<file path="src/rtl/fifo_uart_tx.sv">
// UART transmitter that drains the read side of the asynchronous FIFO.
// Each popped word goes out as start, LSB-first data, optional parity and stop bits.
module fifo_uart_tx #(
  parameter int DATA_WIDTH = 8,
  parameter int CNT_WIDTH  = 8
) (
  input  logic                  clk,
  input  logic                  rst,
  input  logic                  rempty,
  input  logic [DATA_WIDTH-1:0] rdata,
  output logic                  rinc,
  input  logic                  par_en,
  input  logic                  par_typ,
  input  logic [CNT_WIDTH-1:0]  bit_period,
  output logic                  tx_out,
  output logic                  busy
);

  localparam int BIT_W = (DATA_WIDTH > 1) ? $clog2(DATA_WIDTH) : 1;

  typedef enum logic [2:0] {IDLE, START, DATA, PARITY, STOP} state_t;

  state_t                state;
  logic [CNT_WIDTH-1:0]  cyc_cnt;
  logic [CNT_WIDTH-1:0]  p_last;
  logic [BIT_W-1:0]      bit_cnt;
  logic [DATA_WIDTH-1:0] shift_reg;
  logic [DATA_WIDTH-1:0] shift_next;
  logic [CNT_WIDTH-1:0]  p_last_next;
  logic                  par_en_reg;
  logic                  par_bit_reg;
  logic                  cyc_done;
  logic                  last_bit;
  logic                  load;

  assign cyc_done    = (cyc_cnt == p_last);
  assign last_bit    = (bit_cnt == BIT_W'(DATA_WIDTH - 1));
  assign shift_next  = shift_reg >> 1;
  // A period of 0 behaves as 1; storing P-1 keeps the counter compare simple.
  assign p_last_next = (bit_period == '0) ? '0 : bit_period - CNT_WIDTH'(1);

  // Rempty is only looked at here, so the cycle after a pop never sees a stale flag.
  assign load = !rempty && ((state == IDLE) || ((state == STOP) && cyc_done));
  assign rinc = load && !rst;

  always_ff @(posedge clk) begin
    if (rst) begin
      state       <= IDLE;
      tx_out      <= 1'b1;
      busy        <= 1'b0;
      cyc_cnt     <= '0;
      bit_cnt     <= '0;
      shift_reg   <= '0;
      p_last      <= '0;
      par_en_reg  <= 1'b0;
      par_bit_reg <= 1'b0;
    end else if (load) begin
      state       <= START;
      tx_out      <= 1'b0;
      busy        <= 1'b1;
      cyc_cnt     <= '0;
      bit_cnt     <= '0;
      shift_reg   <= rdata;
      p_last      <= p_last_next;
      par_en_reg  <= par_en;
      par_bit_reg <= (^rdata) ^ par_typ;
    end else begin
      case (state)
        IDLE: begin
          tx_out <= 1'b1;
          busy   <= 1'b0;
        end
        START: begin
          if (cyc_done) begin
            state   <= DATA;
            cyc_cnt <= '0;
            tx_out  <= shift_reg[0];
          end else begin
            cyc_cnt <= cyc_cnt + CNT_WIDTH'(1);
          end
        end
        DATA: begin
          if (cyc_done) begin
            cyc_cnt <= '0;
            if (last_bit) begin
              bit_cnt <= '0;
              if (par_en_reg) begin
                state  <= PARITY;
                tx_out <= par_bit_reg;
              end else begin
                state  <= STOP;
                tx_out <= 1'b1;
              end
            end else begin
              bit_cnt   <= bit_cnt + BIT_W'(1);
              shift_reg <= shift_next;
              tx_out    <= shift_next[0];
            end
          end else begin
            cyc_cnt <= cyc_cnt + CNT_WIDTH'(1);
          end
        end
        PARITY: begin
          if (cyc_done) begin
            state   <= STOP;
            cyc_cnt <= '0;
            tx_out  <= 1'b1;
          end else begin
            cyc_cnt <= cyc_cnt + CNT_WIDTH'(1);
          end
        end
        STOP: begin
          // Reaching here at the end of the stop bit means no byte was waiting.
          if (cyc_done) begin
            state   <= IDLE;
            cyc_cnt <= '0;
            tx_out  <= 1'b1;
            busy    <= 1'b0;
          end else begin
            cyc_cnt <= cyc_cnt + CNT_WIDTH'(1);
          end
        end
        default: begin
          state   <= IDLE;
          tx_out  <= 1'b1;
          busy    <= 1'b0;
          cyc_cnt <= '0;
        end
      endcase
    end
  end

endmodule

</file>
<file path="config.mk">
export PLATFORM = sky130hd
export DESIGN_NAME = fifo_uart_tx
export DESIGN_NICKNAME = d
export VERILOG_FILES = /design/src/rtl/fifo_uart_tx.sv
export SDC_FILE = /design/constraint.sdc
export NUM_CORES = 1
export LEC_CHECK = 0
export ABC_CLOCK_PERIOD_IN_PS = 4100
export CORE_ASPECT_RATIO = 1.2
export CORE_MARGIN = 3
export CORE_UTILIZATION = 59
export DETAILED_ROUTE_END_ITERATION = 16
export GPL_ROUTABILITY_DRIVEN = 0
export PLACE_DENSITY = 0.85
export SYNTH_ARGS = -nofsm -noshare
export SYNTH_HDL_FRONTEND = slang
export SYNTH_SLANG_ARGS = --single-unit
</file>
<file path="constraint.sdc">
create_clock -name clk -period 4.1 [get_ports clk]
set_input_delay 0.41 -clock clk [delete_from_list [all_inputs] [get_ports clk]]
set_output_delay 0.41 -clock clk [all_outputs]
set_load 0.1 [all_outputs]
</file>
==> results_dict.tcl <==
set metrics [dict create \
    status "completed" \
    layout_common_cells "dfxtp_1, a21oi_1, clkdlybuf4s50_1" \
    switching_share_pct 33.18 \
    dp_slack_ns 1.503 \
    hold_viol_final 0 \
    skew_ns 0.005747 \
    path_class "register to output port" \
    critPathArrivalTime_ns 2.21 \
    yosysWarnings 0 \
    routedWlPerCell_um 16.10 \
    tritoncts "built" \
    period_share_pct 63.88 \
    rows 21 \
    drt_iter0_drc 79 \
    endpoint_kind "output port" \
    floorplan.initialDensity_pct 64.71 \
    final_nets 268 \
    postCtsSetupRepairBufs 0 \
    postLayoutSetupSlackWorst_ns 1.481 \
    p_leak_nw 0.7777 \
    ir_drop_uv 308.2 \
    antenna_left 0 \
    ios 24 \
    synthToLayoutAreaGrowth_pct 15.51 \
    tightest_slew_ns 0.9668 \
    drc 0 \
    route.vias.total 1829 \
    layout_commonest_cell "dfxtp_1" \
    core_mm2 0.002943 \
    syn_inst 225 \
    avgSynthCellArea_um2 8.464 \
    clockBufferDepth 2 \
    synth_top_area_cell "dfxtp_1" \
    combPwrFrac_pct 27.8 \
    die_x_um 57.86 \
    track_usage_pct 24.61 \
    cts_max_level 2 \
    cts-buffers-inserted 5 \
    synth_flop_cell "dfxtp_1" \
    net-switching-power_mw 0.2801 \
    rsz0062_at_grt "false" \
    critPathRequiredTime_ns 3.69 \
    slew_headroom_pct 35.35 \
    pwr-share-seq_pct 45.1 \
    slowest_stage "dfxtp_1" \
    crit_path_max_incr_delay_ns 0.43 \
    yosys-top-cells-area "dfxtp_1, xnor2_1, a21oi_1" \
    synth_top_area_share_pct 35.74 \
    port-buffer-count 23 \
    power.total_mw 0.8442 \
    die_y_um 68.24 \
    cts.sinks 34 \
    synthesis.nets 250 \
    clk_latency_ns 0.34 \
    synth_edf_count 0 \
    viasPerCell 6.579 \
    antenna_found_initial 0 \
    cts_root_buf "clkbuf_4" \
    grt_pass1_wl_um 7465 \
    tns_ns 0 \
    drive_gt1_share_pct 5.738 \
    cap_violations 0 \
    synth_cell_types 42 \
    grt_max_degree 32 \
    crit_chain "xnor2_1, nand4_1, o21ai_0, buf_4, nand2_1, nor2_1, buf_4" \
    diodes 0 \
    slew_violations 0 \
    post-route-min-period_ns 2.619 \
    cts_resized 0 \
    critPathMaxFanout 13 \
    fmax_mhz 381.8 \
    cellPowerDensity_mw_per_mm2 383.8 \
    async_reset_ff_share_pct 0 \
    ctsHoldBuffers 0 \
    syn_area_mm2 0.001904 \
    dp_hpwl_um 3078 \
    grt_pass1_vias 1726 \
    wl_um 4477 \
    die-area_mm2 0.003948 \
    clk_pin_slew_ns 0.10 \
    finalSetupViolCount 0 \
    gr-total-overflow 0 \
    ys_seq_area_share_pct 35.74 \
    drtPass1Iterations 4 \
    cp-start-kind "register" \
    power_frac_clock_pct 27.2 \
    intPower_mw 0.5641 \
    crit_path_frequent_cell "buf_4" \
    ys_ff_latch 34 \
    hold_path.class "register to register" \
]
-- power by group through the flow --
| stage | clock, mW | sequential (mW) | combinational (mW) |
|---|---|---|---|
| 3_3_place_gp | 0 | 0.386 | 0.221 |
| 3_5_place_dp | 0 | 0.387 | 0.228 |
| 5_1_grt | 0.243 | 0.383 | 0.256 |
| 6_report | 0.229 | 0.380 | 0.235 |
| 2_1_floorplan | 0 | 0.405 | 0.152 |
| 4_1_cts | 0.231 | 0.380 | 0.232 |
-- layer usage --
| layer | vias to the layer above | global-route usage [%] | wire, µm |
|---|---|---|---|
| met5 | - | 0 | 0 |
| met4 | 0 | 12.75 | 104 |
| met2 | 69 | 41.67 | 2237 |
| met1 | 871 | 28.19 | 1864 |
| met3 | 12 | 6.981 | 270 |
| li1 | 877 | - | - |
-- worst paths after layout --
path | startpoint | to | slack (ns) | cells after the start
setup / recovery | cyc_cnt[5] | rinc | 1.48 | 7
hold / removal | tx_out | tx_out | 0.49 | 2
setup reg to reg | cyc_cnt[3] | state[1] | 1.78 | 5
hold reg to reg | tx_out | tx_out | 0.49 | 2
-- synth_stat cells, types with 3 or more instances --
master	instances
a21oi_1	23
a32oi_1	6
and3_1	3
buf_2	4
clkbuf_1	8
dfxtp_1	34
ha_1	4
inv_1	4
mux2i_1	5
nand2_1	7
nand3_1	12
nor2_1	15
nor2b_1	4
nor3_1	9
o211ai_1	8
o21ai_0	13
o31ai_1	4
or3_1	3
or4_1	6
xnor2_1	20
xor2_1	4
-- kinds of logic (layout without fill, tap and decap cells) --
kind of cell               after synthesis  in the layout  synth area share, %
xor gates and xnor gates                24             24                11.04
DFF                                     34             34                35.74
AOI/OAI and AO/OA                       67             67                22.54
and+or+nand+nor                         72             72                20.63
buffers and inverters                   19             38                4.796
muxes                                    5              5                2.628
adders and majority gates                4              4                2.628
-- per-stage QoR --
step,cells,instance area [µm²],hold WS (ns),utilization (%)
detailed placement,270,2121,0.4713,72.07
finish,278,2200,0.4889,74.74
global placement,270,2121,0.4527,72.07
floorplan,225,1904,0.4619,-
global route,278,2200,0.5258,74.74
CTS,278,2200,0.4944,74.74
-- layout make-up --
cell class	count	area, µm²
Fill cell	228	743.2
Multi-Input combinational cell	172	1132
Sequential cell	34	680.7
Clock buffer	8	78.83
Timing Repair Buffer	26	250.2
Tap cell	34	42.54
Inverter	4	15.01
-- critical path: cells and delay by family, from the launching register on --
family / cells / cell delay (ns)
buffers and inverters: 2 / 0.54
flip-flops: 1 / 0.43
AO/OA/AOI/OAI: 1 / 0.26
XOR/XNOR: 1 / 0.18
AND/OR/NAND/NOR: 3 / 0.45
Note: power is estimated with default switching activity, not from simulation.
